$ cat config.mk
export PLATFORM = sky130hd
export DESIGN_NAME = sccb_target_flat
export DESIGN_NICKNAME = d
export VERILOG_FILES = /design/src/rtl/sccb_target_if.sv /design/src/rtl/sccb_target.sv /design/src/flat_wrapper.sv
export SDC_FILE = /design/constraint.sdc
export NUM_CORES = 1
export LEC_CHECK = 0
export ABC_AREA = 1
export CAP_MARGIN = 20
export CORE_MARGIN = 1
export CORE_UTILIZATION = 40
export DETAILED_ROUTE_END_ITERATION = 16
export SLEW_MARGIN = 20
export SYNTH_ARGS = -nofsm -noshare
export SYNTH_HDL_FRONTEND = slang
export SYNTH_SLANG_ARGS = --single-unit
$ cat constraint.sdc
create_clock -name i_clk -period 42.9 [get_ports i_clk]
set_clock_uncertainty 0.2 [all_clocks]
set_input_delay 8.58 -clock i_clk [delete_from_list [all_inputs] [get_ports i_clk]]
set_output_delay 8.58 -clock i_clk [all_outputs]
set_load 0.05 [all_outputs]
$ cat src/rtl/sccb_target_if.sv
// sccb_target_if: SCCB pad pair plus the configuration-write strobe bundle.
// Latency: none, wires only.
// Backpressure: none; the initiator owns SIOC and the target only answers on SIOD.
interface sccb_target_if;
   logic        i_sioc;
   logic        i_siod_in;
   logic        o_siod_out;
   logic        o_siod_oe;
   logic        o_busy;
   logic        o_wr_strobe;
   logic [15:0] o_wr_addr;
   logic [7:0]  o_wr_data;

   // Target side: samples the bus, drives SIOD and the write strobe.
   modport slave (
      input  i_sioc,
      input  i_siod_in,
      output o_siod_out,
      output o_siod_oe,
      output o_busy,
      output o_wr_strobe,
      output o_wr_addr,
      output o_wr_data
   );

   // Initiator / bench side.
   modport master (
      output i_sioc,
      output i_siod_in,
      input  o_siod_out,
      input  o_siod_oe,
      input  o_busy,
      input  o_wr_strobe,
      input  o_wr_addr,
      input  o_wr_data
   );
endinterface

$ cat src/rtl/sccb_target.sv
// sccb_target: SCCB camera-side target, 16-bit sub-address, 2**ADDR_W byte register file, write strobe.
// Latency: 3 clk pad->edge pulse, SIOD drive 4 clk after SIOC pad fall (+2 each with SCCB_TARGET_GLITCH_FILT_EN).
// Backpressure: none; initiator paces SIOC, target always acks its own ID, addresses and write data.
module sccb_target #(
   parameter logic [7:0]  DEV_ID = 8'h78,
   parameter int unsigned ADDR_W = 6
) (
   input  logic         i_clk,
   input  logic         i_rst,
   sccb_target_if.slave io_bus
);
   localparam int unsigned DEPTH = 1 << ADDR_W;
   localparam logic [7:0]  RD_ID = DEV_ID | 8'h01;

   typedef enum logic [3:0] {
      ST_IDLE, ST_ID, ST_ID_ACK, ST_ADDR_HI, ST_ADDR_HI_ACK, ST_ADDR_LO,
      ST_ADDR_LO_ACK, ST_WDATA, ST_WDATA_ACK, ST_RDATA, ST_RDATA_ACK, ST_IGNORE
   } state_t;

   state_t      r_state, w_state_nxt;
   logic [1:0]  r_scl_sync, r_sda_sync;
   logic        r_scl_line, r_sda_line, r_scl_prev, r_sda_prev;
   logic        w_scl_rise, w_scl_fall, w_sda_rise, w_sda_fall, w_start, w_stop;

   logic [3:0]  r_bitcnt, w_bitcnt_nxt;
   logic [7:0]  r_shift, w_shift_nxt;
   logic [7:0]  r_tx, w_tx_nxt;
   logic [15:0] r_ptr, w_ptr_nxt;
   logic [7:0]  r_addr_hi, w_addr_hi_nxt;
   logic        r_rd_nack, w_rd_nack_nxt;
   logic        r_oe, w_oe_nxt, r_out, w_out_nxt, r_busy, w_busy_nxt;
   logic        r_wr_strobe, w_wr_strobe_nxt;
   logic [15:0] r_wr_addr, w_wr_addr_nxt;
   logic [7:0]  r_wr_data, w_wr_data_nxt;
   logic [7:0]  r_mem [DEPTH];

   logic        w_mem_we, w_cur_ok, w_inc_ok;
   logic [7:0]  w_rx_byte, w_rd_cur, w_rd_inc;
   logic [15:0] w_ptr_inc;

   // Two-flop synchronizers; lines idle high so reset to 1 to avoid false edges.
   always_ff @(posedge i_clk or posedge i_rst) begin
      if (i_rst) begin
         r_scl_sync <= 2'b11;
         r_sda_sync <= 2'b11;
      end else begin
         r_scl_sync <= {r_scl_sync[0], io_bus.i_sioc};
         r_sda_sync <= {r_sda_sync[0], io_bus.i_siod_in};
      end
   end

`ifdef SCCB_TARGET_GLITCH_FILT_EN
   logic [1:0] r_scl_hist, r_sda_hist;

   // Line follows the synchronizer only after three consecutive equal samples.
   always_ff @(posedge i_clk or posedge i_rst) begin
      if (i_rst) begin
         r_scl_hist <= 2'b11;
         r_sda_hist <= 2'b11;
         r_scl_line <= 1'b1;
         r_sda_line <= 1'b1;
      end else begin
         r_scl_hist <= {r_scl_hist[0], r_scl_sync[1]};
         r_sda_hist <= {r_sda_hist[0], r_sda_sync[1]};
         if (r_scl_sync[1] == r_scl_hist[0] && r_scl_hist[0] == r_scl_hist[1])
            r_scl_line <= r_scl_sync[1];
         if (r_sda_sync[1] == r_sda_hist[0] && r_sda_hist[0] == r_sda_hist[1])
            r_sda_line <= r_sda_sync[1];
      end
   end
`else
   // Unfiltered: line register is the first stage of the edge detector.
   always_ff @(posedge i_clk or posedge i_rst) begin
      if (i_rst) begin
         r_scl_line <= 1'b1;
         r_sda_line <= 1'b1;
      end else begin
         r_scl_line <= r_scl_sync[1];
         r_sda_line <= r_sda_sync[1];
      end
   end
`endif

   // Previous line values for the edge detector.
   always_ff @(posedge i_clk or posedge i_rst) begin
      if (i_rst) begin
         r_scl_prev <= 1'b1;
         r_sda_prev <= 1'b1;
      end else begin
         r_scl_prev <= r_scl_line;
         r_sda_prev <= r_sda_line;
      end
   end

   assign w_scl_rise = r_scl_line & ~r_scl_prev;
   assign w_scl_fall = ~r_scl_line & r_scl_prev;
   assign w_sda_rise = r_sda_line & ~r_sda_prev;
   assign w_sda_fall = ~r_sda_line & r_sda_prev;
   // SIOC must be steadily high across the SIOD transition.
   assign w_start    = w_sda_fall & r_scl_line & r_scl_prev;
   assign w_stop     = w_sda_rise & r_scl_line & r_scl_prev;

   assign w_rx_byte  = {r_shift[6:0], r_sda_line};
   assign w_ptr_inc  = r_ptr + 16'd1;
   assign w_cur_ok   = (r_ptr >> ADDR_W) == 16'd0;
   assign w_inc_ok   = (w_ptr_inc >> ADDR_W) == 16'd0;
   assign w_rd_cur   = w_cur_ok ? r_mem[r_ptr[ADDR_W-1:0]] : 8'h00;
   assign w_rd_inc   = w_inc_ok ? r_mem[w_ptr_inc[ADDR_W-1:0]] : 8'h00;

   // FSM state register.
   always_ff @(posedge i_clk or posedge i_rst) begin
      if (i_rst) r_state <= ST_IDLE;
      else       r_state <= w_state_nxt;
   end

   // Next state and datapath: sample on scl_rise, change SIOD only on scl_fall.
   always_comb begin
      w_state_nxt     = r_state;
      w_bitcnt_nxt    = r_bitcnt;
      w_shift_nxt     = r_shift;
      w_tx_nxt        = r_tx;
      w_ptr_nxt       = r_ptr;
      w_addr_hi_nxt   = r_addr_hi;
      w_rd_nack_nxt   = r_rd_nack;
      w_oe_nxt        = r_oe;
      w_out_nxt       = r_out;
      w_busy_nxt      = r_busy;
      w_wr_strobe_nxt = 1'b0;
      w_wr_addr_nxt   = r_wr_addr;
      w_wr_data_nxt   = r_wr_data;
      w_mem_we        = 1'b0;

      if (w_stop) begin
         w_state_nxt = ST_IDLE;
         w_oe_nxt    = 1'b0;
         w_out_nxt   = 1'b1;
         w_busy_nxt  = 1'b0;
      end else if (w_start) begin
         w_state_nxt  = ST_ID;
         w_bitcnt_nxt = 4'd0;
         w_oe_nxt     = 1'b0;
         w_out_nxt    = 1'b1;
         w_busy_nxt   = 1'b1;
      end else begin
         case (r_state)
            ST_ID, ST_ADDR_HI, ST_ADDR_LO, ST_WDATA: begin
               if (w_scl_rise && r_bitcnt != 4'd8) begin
                  w_shift_nxt  = w_rx_byte;
                  w_bitcnt_nxt = r_bitcnt + 4'd1;
                  // Last data bit: commit the write now so the strobe leads the ACK.
                  if (r_state == ST_WDATA && r_bitcnt == 4'd7) begin
                     w_ptr_nxt = w_ptr_inc;
                     if (w_cur_ok) begin
                        w_mem_we        = 1'b1;
                        w_wr_strobe_nxt = 1'b1;
                        w_wr_addr_nxt   = r_ptr;
                        w_wr_data_nxt   = w_rx_byte;
                     end
                  end
               end else if (w_scl_fall && r_bitcnt == 4'd8) begin
                  w_bitcnt_nxt = 4'd0;
                  w_oe_nxt     = 1'b1;
                  w_out_nxt    = 1'b0;
                  case (r_state)
                     ST_ID: begin
                        if (r_shift == DEV_ID || r_shift == RD_ID) begin
                           w_state_nxt = ST_ID_ACK;
                        end else begin
                           w_state_nxt = ST_IGNORE;
                           w_oe_nxt    = 1'b0;
                           w_out_nxt   = 1'b1;
                        end
                     end
                     ST_ADDR_HI: begin
                        w_addr_hi_nxt = r_shift;
                        w_state_nxt   = ST_ADDR_HI_ACK;
                     end
                     ST_ADDR_LO: begin
                        w_ptr_nxt   = {r_addr_hi, r_shift};
                        w_state_nxt = ST_ADDR_LO_ACK;
                     end
                     default: w_state_nxt = ST_WDATA_ACK;
                  endcase
               end
            end
            ST_ID_ACK, ST_ADDR_HI_ACK, ST_ADDR_LO_ACK, ST_WDATA_ACK: begin
               if (w_scl_fall) begin
                  w_oe_nxt     = 1'b0;
                  w_out_nxt    = 1'b1;
                  w_bitcnt_nxt = 4'd0;
                  case (r_state)
                     ST_ID_ACK: begin
                        if (r_shift == RD_ID) begin
                           // Read: first data bit goes out on the fall ending the ACK.
                           w_state_nxt = ST_RDATA;
                           w_oe_nxt    = 1'b1;
                           w_out_nxt   = w_rd_cur[7];
                           w_tx_nxt    = {w_rd_cur[6:0], 1'b0};
                        end else begin
                           w_state_nxt = ST_ADDR_HI;
                        end
                     end
                     ST_ADDR_HI_ACK: w_state_nxt = ST_ADDR_LO;
                     default:        w_state_nxt = ST_WDATA;
                  endcase
               end
            end
            ST_RDATA: begin
               if (w_scl_fall) begin
                  if (r_bitcnt == 4'd7) begin
                     w_state_nxt  = ST_RDATA_ACK;
                     w_oe_nxt     = 1'b0;
                     w_out_nxt    = 1'b1;
                     w_bitcnt_nxt = 4'd0;
                  end else begin
                     w_out_nxt    = r_tx[7];
                     w_tx_nxt     = {r_tx[6:0], 1'b0};
                     w_bitcnt_nxt = r_bitcnt + 4'd1;
                  end
               end
            end
            ST_RDATA_ACK: begin
               if (w_scl_rise) begin
                  w_rd_nack_nxt = r_sda_line;
               end else if (w_scl_fall) begin
                  if (!r_rd_nack) begin
                     w_ptr_nxt   = w_ptr_inc;
                     w_state_nxt = ST_RDATA;
                     w_oe_nxt    = 1'b1;
                     w_out_nxt   = w_rd_inc[7];
                     w_tx_nxt    = {w_rd_inc[6:0], 1'b0};
                  end else begin
                     w_state_nxt = ST_IGNORE;
                  end
               end
            end
            default: ;
         endcase
      end
   end

   // Datapath and output registers.
   always_ff @(posedge i_clk or posedge i_rst) begin
      if (i_rst) begin
         r_bitcnt    <= 4'd0;
         r_shift     <= 8'h00;
         r_tx        <= 8'h00;
         r_ptr       <= 16'h0000;
         r_addr_hi   <= 8'h00;
         r_rd_nack   <= 1'b1;
         r_oe        <= 1'b0;
         r_out       <= 1'b1;
         r_busy      <= 1'b0;
         r_wr_strobe <= 1'b0;
         r_wr_addr   <= 16'h0000;
         r_wr_data   <= 8'h00;
      end else begin
         r_bitcnt    <= w_bitcnt_nxt;
         r_shift     <= w_shift_nxt;
         r_tx        <= w_tx_nxt;
         r_ptr       <= w_ptr_nxt;
         r_addr_hi   <= w_addr_hi_nxt;
         r_rd_nack   <= w_rd_nack_nxt;
         r_oe        <= w_oe_nxt;
         r_out       <= w_out_nxt;
         r_busy      <= w_busy_nxt;
         r_wr_strobe <= w_wr_strobe_nxt;
         r_wr_addr   <= w_wr_addr_nxt;
         r_wr_data   <= w_wr_data_nxt;
      end
   end

   // Register file, cleared on reset, written at the rise sampling data bit 0.
   always_ff @(posedge i_clk or posedge i_rst) begin
      if (i_rst) begin
         for (int i = 0; i < DEPTH; i++) r_mem[i] <= 8'h00;
      end else if (w_mem_we) begin
         r_mem[r_ptr[ADDR_W-1:0]] <= w_rx_byte;
      end
   end

   assign io_bus.o_siod_oe   = r_oe;
   assign io_bus.o_siod_out  = r_out;
   assign io_bus.o_busy      = r_busy;
   assign io_bus.o_wr_strobe = r_wr_strobe;
   assign io_bus.o_wr_addr   = r_wr_addr;
   assign io_bus.o_wr_data   = r_wr_data;
endmodule
$ cat src/flat_wrapper.sv
// flat-port wrapper written by rule: the top's interface ports become plain ports
module sccb_target_flat 
#(
   parameter logic [7:0]  DEV_ID = 8'h78,
   parameter int unsigned ADDR_W = 6
)
  (i_clk, i_rst, io_bus_i_sioc, io_bus_i_siod_in, io_bus_o_siod_out, io_bus_o_siod_oe, io_bus_o_busy, io_bus_o_wr_strobe, io_bus_o_wr_addr, io_bus_o_wr_data);
  sccb_target_if io_bus_i ();
  input  logic i_clk;
  input  logic i_rst;
  input wire logic [$bits(io_bus_i.i_sioc)-1:0] io_bus_i_sioc;
  input wire logic [$bits(io_bus_i.i_siod_in)-1:0] io_bus_i_siod_in;
  output wire logic [$bits(io_bus_i.o_siod_out)-1:0] io_bus_o_siod_out;
  output wire logic [$bits(io_bus_i.o_siod_oe)-1:0] io_bus_o_siod_oe;
  output wire logic [$bits(io_bus_i.o_busy)-1:0] io_bus_o_busy;
  output wire logic [$bits(io_bus_i.o_wr_strobe)-1:0] io_bus_o_wr_strobe;
  output wire logic [$bits(io_bus_i.o_wr_addr)-1:0] io_bus_o_wr_addr;
  output wire logic [$bits(io_bus_i.o_wr_data)-1:0] io_bus_o_wr_data;
  assign io_bus_i.i_sioc = io_bus_i_sioc;
  assign io_bus_i.i_siod_in = io_bus_i_siod_in;
  assign io_bus_o_siod_out = io_bus_i.o_siod_out;
  assign io_bus_o_siod_oe = io_bus_i.o_siod_oe;
  assign io_bus_o_busy = io_bus_i.o_busy;
  assign io_bus_o_wr_strobe = io_bus_i.o_wr_strobe;
  assign io_bus_o_wr_addr = io_bus_i.o_wr_addr;
  assign io_bus_o_wr_data = io_bus_i.o_wr_data;
  sccb_target #(.DEV_ID(DEV_ID), .ADDR_W(ADDR_W)) u_core (.i_clk(i_clk), .i_rst(i_rst), .io_bus(io_bus_i));
endmodule
* After elaboration in Yosys (flattened, before gate mapping) *
Index checks and enable logic that the tools add are counted.

storage, ports and cells
  bits in registers = 597
  logic and storage cells = 254
  output and inout bits = 28
  input port bits = 4

operators by class
  bitwise operators = 17
  reductions and logical operators = 24
  multiplexer cells = 88
  equal/unequal tests = 37
  add/sub/neg operators = 2
  magnitude comparators = 3

operators by type and width
  operator               number
  $bwmux 512             1
  $mux 8                 15
  $mux 16                7
  $bmux 8 s6             2
  $mux 4                 17
  $demux 8 s6            1
  $mux 1                 36
  $logic_not 16->1       2
  $pmux 16 s2            1
  $ne 4x1->1 const B     6
  $pmux 4 s3             2
  $pmux 8 s3             1
  $eq 4x3->1 const B     5
  $reduce_and 9->1       2
  $add 16x1->16 const B  1
  $eq 4x4->1 const B     4
  $eq 8x7->1 const B     2
  $pmux 4 s4             1
  $reduce_and 8->1       2
  $ge 7x7->1 const B     2
  $not 6->7              2
  $ne 3x1->1 const B     4
  $reduce_and 6->1       2
  $reduce_and 11->1      1
  23 further kinds       52

* Longest topological paths before layout *
Gate-level depths: netlist (run 1).

  depth after elaboration = 12
  gate-level depth with buffers = 17
  depth with buffers taken out = 15

* Worst setup path after synthesis (run 1) *
OpenSTA, ideal clock, no wires.

  path kind = register to output
  start point = register u_core.r_out, in the netlist u_core.io_bus.o_siod_out
  end point = output io_bus_o_siod_out
  stages on the path, launching flop included = 1
  required time = 34,120 ps
  arrival = 664 ps
  path buffers = 0
  slack = 33,456 ps
  path through = dfstp_2

RTL lines
  item                    RTL line            RTL
  start, declared         sccb_target.sv:31   logic r_oe, w_oe_nxt, r_out, w_out_nxt, r_busy, w_busy_nxt;
  start signal, assigned  sccb_target.sv:265  r_out <= w_out_nxt;
  end, declared           flat_wrapper.sv:13  output wire logic [$bits(io_bus_i.o_siod_out)-1:0] io_bus_o_siod_out;

No word-level cell between the ends.

==> results by group, run 1 <==
Detailed routing
  – Via density: 5.428
  – Final wirelength: 114.3 mm
  – Iteration-0 DRC count of the detailed router: 3459
  – Top Layer Used: met4
  – Post-route ant nets: 0
  – DR WL met3: 8.397 mm
  – Met1 Wirelength: 51.16 mm
  – Drt first pass iters: 6
  – WL met2: 50.61 mm
  – Routed len/inst: 19.13 microns
  – Remaining DRCs: 0
  – Vias: 32430

Timing
  – Setup TNS: 0 ns
  – RSZ-0062 raised after global routing: no
  – # setup viols final: 0
  – Crit path time final: 11.13 ns
  – Worst-margin pin slew: 1.027 ns
  – Tcrit/Tclk final: 25.95%
  – Final hold violations: 0
  – Max Freq: 89.83 MHz
  – Pins Over Slew Limit: 0
  – Slew margin rel.: 31.32%

Worst setup path
  – Crit-path cells: clkdlybuf4s50_1, inv_8, buf_4, buf_4
  – Setup crit start kind: primary input
  – Setup CP Type: primary input to asynchronous set/reset pin
  – Worst R2R Start: u_core.r_ptr[1]
  – Crit Path Max Fanout: 119
  – Timing startpoint of the critical path: i_rst
  – Critical Path Sink Type: asynchronous set/reset pin
  – Most frequent CP cell: buf_4
  – Crit path max-delay family: buffers and inverters
  – WP data required: 43.21 ns
  – Worst EP arrival: 11.44 ns
  – Critical path buffer and inverter count: 4
  – Max incr delay on CP: 0.84 ns
  – R2R cell count: 11
  – Cell depth of the worst setup path: 4
  – Crit-path slowest cell: buf_4

Clock network
  – CTS Hold Bufs: 0
  – H-tree depth: 3
  – Clk Latency, worst-skew pair: 0.63 ns
  – Clk root buf: clkbuf_16
  – Clock buffer depth: 3
  – CTS tree: built
  – Resize count post-CTS: 0
  – CTS sink count: 596
  – Clock slew at reported path FFs: 0.06 ns
  – # Post-CTS Setup Buffers: 0
  – Total CTS buffers: 70

Global routing
  – Initial antenna violation count: 0
  – Number of global-route vias before repair: 29270
  – Largest net degree at the start of global routing: 156
  – Total GRT Usage: 26.85%
  – First-pass GRT wire length: 177.3 mm
  – GRT overflow: 0

Floorplan
  – Die extent in y: 290.8 microns
  – Die area: 0.08455 sq mm
  – Num rows: 105
  – Initial Utilization: 40.56%
  – I/O pin count: 32
  – Die width: 290.8 microns
  – Std-Cell Core Area: 0.08224 sq mm

Logic synthesis
  – Synth Register Bits: 596
  – Area share of the largest cell type after synthesis: 43.96%
  – Largest area contributor in the netlist: dfrtp_1
  – Asr flop ratio synth: 100.0%
  – Synthesis warning total: 0
  – Post-synth EDFFs: 0
  – Post-Syn Area: 0.03336 sq mm
  – Dominant synthesized flop cell: dfrtp_1
  – Seq/Total Area, Yosys: 44.75%
  – Mapped Cells: 5057
  – Mapped Nets: 5064
  – Mean Syn Cell Area: 6.596 sq um
  – Synth area leaders: dfrtp_1, nand2_1, o21ai_0, nand3_1, clkbuf_1
  – Synth cell types: 34

Worst hold path
  – Hold Path Stages: 0
  – Worst min-delay path startpoint: u_core.r_sda_sync[1]
  – Worst hold path type: flip-flop to flip-flop

Place
  – Hpwl dp: 66.85 mm
  – IO buf count: 31
  – GPL Wtd Cong: 0.9257

Finish
  – Ant diodes: 0
  – Share of cells above drive strength 1: 4.118%
  – Most frequent cells in the layout: nand2_1, o21ai_0, dfrtp_1
  – Layout Nets: 4860
  – Layout area overhead: 9.362%
  – Util after Layout: 44.36%
  – Commonest non-fill, non-tap cell in the layout: nand2_1

Pwr
  – Leak: 17.21 nW
  – Maximum vdd drop: 0.04218 mV
  – Power Dens Cells: 58.32 mW/mm^2

Status
  – Status: finished clean

Flow run
  – # Max-Cap Violations: 0
[cell usage after synthesis, types with 2 or more instances]
master    count
o211ai_1      7
dfstp_2      10
clkinv_1      3
buf_2        26
xor2_1        3
nand3_2       3
o22ai_1       4
nand2_1    2628
buf_1        29
clkbuf_1    296
nor4_1        3
nor3_1       10
a21oi_1      26
nand3_1     523
a211oi_1      2
nand4_1       6
inv_2         3
ha_1          3
nor2_1      174
dfrtp_1     586
inv_1        94
nor3_2        4
o21ai_0     602
o21ai_1       2
[routing by layer]
layer,vias up,GRT usage (%)
met5,-,0
met4,0,9.756
met3,219,3.113
met2,1153,41.71
met1,15360,38.48
li1,15700,-
[path summary, 6_finish.rpt]
path                       slack, ns                  endpoint
min reg2reg                     0.15         u_core.r_sda_line
max                            31.77           u_core.r_ptr[1]
max in group i_clk             32.17         io_bus_o_siod_out
min in group asynchronous       8.38         u_core.r_mem[506]
min                             0.15         u_core.r_sda_line
max reg2reg                    37.88  u_core.io_bus.o_siod_out
[sequential cells by signal, indices dropped and copies added (netlist names), 7 cells and up]
signal	cells
u_core.io_bus.o_wr_data	8
u_core.r_shift	8
u_core.r_addr_hi	8
u_core.r_ptr	16
u_core.io_bus.o_wr_addr	16
u_core.r_tx	7
u_core.r_mem	512
[per-stage QoR]
step | std cells | hold slack (ns) | cell area, sq um | total power, W | setup WS, ns
CTS | 5975 | 0.1554 | 36480 | 0.002120 | 31.64
floorplan | 5057 | 0.1452 | 33360 | 0.001156 | 17.46
detailed placement | 5851 | 0.1468 | 34070 | 0.001487 | 30.98
global route | 5975 | 0.1596 | 36480 | 0.002216 | 31.33
global placement | 5851 | 0.1466 | 34070 | 0.001486 | 30.97
finish | 5975 | 0.1547 | 36480 | 0.002128 | 31.77
[power breakdown]
group	internal (W)	switching, W
combinational	0.000183	0.000704
clock	0.000375	0.000254
sequential	0.000582	0.0000296
total	0.00114	0.000988
[cell type report]
cell class / count / area, sq um
inverter: 100 / 395.4
fill: 8631 / 45760
sequential: 596 / 14940
multi-input combinational: 4009 / 16720
clock inverter: 26 / 345.3
timing repair buffer: 76 / 673.1
clock buffer: 98 / 2068
tap: 1070 / 1339
[cell families after synthesis]
| family | synth area share (%) |
|---|---|
| adder cells (fa/ha/maj) | 0.1125 |
| buffers and inverters | 5.195 |
| flip-flops | 44.75 |
| XOR/XNOR | 0.1050 |
| AO/OA/AOI/OAI | 9.805 |
| AND/OR/NAND/NOR | 40.03 |
Power figures use the tool's default switching activity.
==> run 2: changes to the inputs <==
==> constraint.sdc (replaced) <==
create_clock -name i_clk -period 9.75 [get_ports i_clk]
set_clock_uncertainty 0.2 [all_clocks]
set_input_delay 1.95 -clock i_clk [delete_from_list [all_inputs] [get_ports i_clk]]
set_output_delay 1.95 -clock i_clk [all_outputs]
set_load 0.05 [all_outputs]
==> run 2 against run 1 <==
Via count grew 1.3%. Routed wire length increased by 3.6%. Largest power group unchanged. Count of clock-buffer cells in the layout up 5. Cell count rose by 0.18%. Register-to-register slack worse by 33 ns. Highest routed layer unchanged. Sequential cell count stayed put. Core utilization up 0.099 points.
==> results by group, run 2 (synthesized netlist as in run 1, its figures left out) <==
Clock network
  – CTS tree: built
  – Clock slew at reported path FFs: 0.06 ns (about the same)
  – Clk Latency, worst-skew pair: 0.63 ns (about the same)
  – Resize count post-CTS: 0 (unchanged)
  – CTS sink count: 596 (unchanged)
  – H-tree depth: 3 (unchanged)
  – Total CTS buffers: 70 (unchanged)
  – CTS Hold Bufs: 0 (unchanged)
  – Clock buffer depth: 3 (unchanged)
  – # Post-CTS Setup Buffers: 0 (unchanged)
  – Clk root buf: clkbuf_16

Finish
  – Layout area overhead: 9.606%
  – FILL cells: 8514 (-1.4%)
  – Max FFs per register: 512 (unchanged)
  – Share of cells above drive strength 1: 4.130% (+0.012 points)
  – Layout Nets: 4865 (+0.10%)
  – Commonest non-fill, non-tap cell in the layout: nand2_1
  – Most flops, register: u_core.r_mem
  – Util after Layout: 44.46% (+0.099 points)
  – Final instance area: 0.03656 sq mm (+0.22%)
  – Most frequent cells in the layout: nand2_1, o21ai_0, dfrtp_1

Worst setup path
  – Worst R2R Start: u_core.r_ptr[0]
  – R2r endpoint: u_core.r_tx[1]
  – Worst EP arrival: 5.22 ns (-6.22 ns)
  – Setup CP Type: flip-flop to flip-flop
  – R2R cell count: 16 (+5)
  – Crit path to: u_core.r_tx[1]
  – WP data required: 10.10 ns (-33.11 ns)
  – Crit Path Max Fanout: 118 (-0.84%)
  – Critical Path Sink Type: flip-flop
  – Timing startpoint of the critical path: u_core.r_ptr[0]
  – R2r setup slk: 4.89 ns (-32.99 ns)
  – Setup crit start kind: flip-flop

Detailed routing
  – Drt first pass iters: 6 (unchanged)
  – Post-route ant nets: 0 (unchanged)
  – Final wirelength: 118.4 mm (+3.6%)
  – Iteration-0 DRC count of the detailed router: 3927 (+14%)
  – Vias: 32840 (+1.3%)
  – Via density: 5.486 (+1.1%)
  – Remaining DRCs: 0 (unchanged)
  – Routed len/inst: 19.78 microns (+3.4%)

Floorplan
  – I/O pin count: 32 (unchanged)
  – Die area: 0.08455 sq mm (unchanged)
  – Initial Utilization: 40.56% (unchanged)
  – Die width: 290.8 microns (unchanged)
  – Die extent in y: 290.8 microns (unchanged)
  – Std-Cell Core Area: 0.08224 sq mm (unchanged)
  – Num rows: 105 (unchanged)

Pwr
  – Maximum vdd drop: 0.1943 mV (+360%)
  – Power Dens Cells: 258.9 mW/mm^2 (+340%)
  – Power, Total: 0.009465 W (+340%)
  – Leak: 17.25 nW (+0.21%)

Global routing
  – Total GRT Usage: 27.92% (+1.1 points)
  – Initial antenna violation count: 0 (unchanged)
  – Number of global-route vias before repair: 29720 (+1.5%)
  – First-pass GRT wire length: 184.1 mm (+3.8%)
  – Largest net degree at the start of global routing: 181 (+16%)
  – GRT overflow: 0 (unchanged)

Timing
  – Final hold violations: 0 (unchanged)
  – # setup viols final: 0 (unchanged)
  – RSZ-0062 raised after global routing: no
  – Pins Over Slew Limit: 0 (unchanged)
  – Worst-margin pin slew: 1.142 ns (+0.1145 ns)
  – Tcrit/Tclk final: 49.87%
  – Min Hold Slack: 0.1476 ns (-0.007108 ns)
  – Crit path time final: 4.862 ns
  – Slew margin rel.: 23.88% (-7.4 points)
  – Max Freq: 205.7 MHz

Place
  – GPL Wtd Cong: 0.8888 (-4.0%)
  – Post-place instance area: 0.03414 sq mm (+0.21%)
  – IO buf count: 31 (unchanged)
  – Hpwl dp: 70.59 mm (+5.6%)

Status
  – Status: finished clean

Worst hold path
  – Worst hold path type: flip-flop to flip-flop

Flow run
  – # Max-Cap Violations: 0 (unchanged)
==> run 2: worst max-delay path, cell delays in order, from the launching register on <==
cell,delay [ns]
dfrtp_4,0.62
buf_4,0.42
inv_8,0.61
buf_4,0.85
buf_4,0.75
nand2_1,0.11
nand2_1,0.10
nand2_1,0.05
nand2_1,0.09
nand2_1,0.05
nand2_1,0.12
nand2_1,0.10
nand2_1,0.10
nor2_1,0.06
nand2_1,0.07
a21oi_1,0.06
a21oi_1,0.17
==> run 2: worst min-delay path by stage <==
stage	start	to	slack, ns	cells after the start
finish	u_core.r_sda_sync[1]	u_core.r_sda_line	0.15	0
global route	u_core.r_sda_sync[1]	u_core.r_sda_line	0.15	0
CTS	u_core.r_sda_sync[1]	u_core.r_sda_line	0.15	0
detailed placement	u_core.r_sda_sync[1]	u_core.r_sda_line	0.15	0
global placement	u_core.r_scl_sync[1]	u_core.r_scl_line	0.15	0
floorplan	u_core.r_scl_sync[1]	u_core.r_scl_line	0.15	0
==> run 2: cell type report <==
class	count	area (sq um)	area share (%)
clock inverters	26	351.6	0.9616
flip-flops and latches	596	14940	40.85
well taps	1070	1339	3.662
clock buffers	103	2069	5.660
repair buffers	81	748.2	2.046
diodes	1	2.502	0.006844
multi-input cells	4009	16720	45.74
inverters	100	391.6	1.071
==> run 2: stage by stage <==
step | setup WS (ns) | cells | setup TNS [ns]
2_1_floorplan | -0.5191 | 5057 | -304.20
3_3_place_gp | 4.975 | 5856 | 0
3_5_place_dp | 4.964 | 5856 | 0
4_1_cts | 5.003 | 5985 | 0
5_1_grt | 4.617 | 5985 | 0
6_report | 4.888 | 5986 | 0
==> run 2: where the power goes <==
part	switching, W	internal (W)
combinational	0.00315	0.000815
sequential	0.000130	0.00256
clock	0.00112	0.00169
total	0.00440	0.00506
==> run 2: layer usage <==
layer,routed length [microns],global-route usage (%)
met1,53930,40.20
met5,0,0
met4,3821,9.162
met3,9301,5.315
met2,51340,41.98
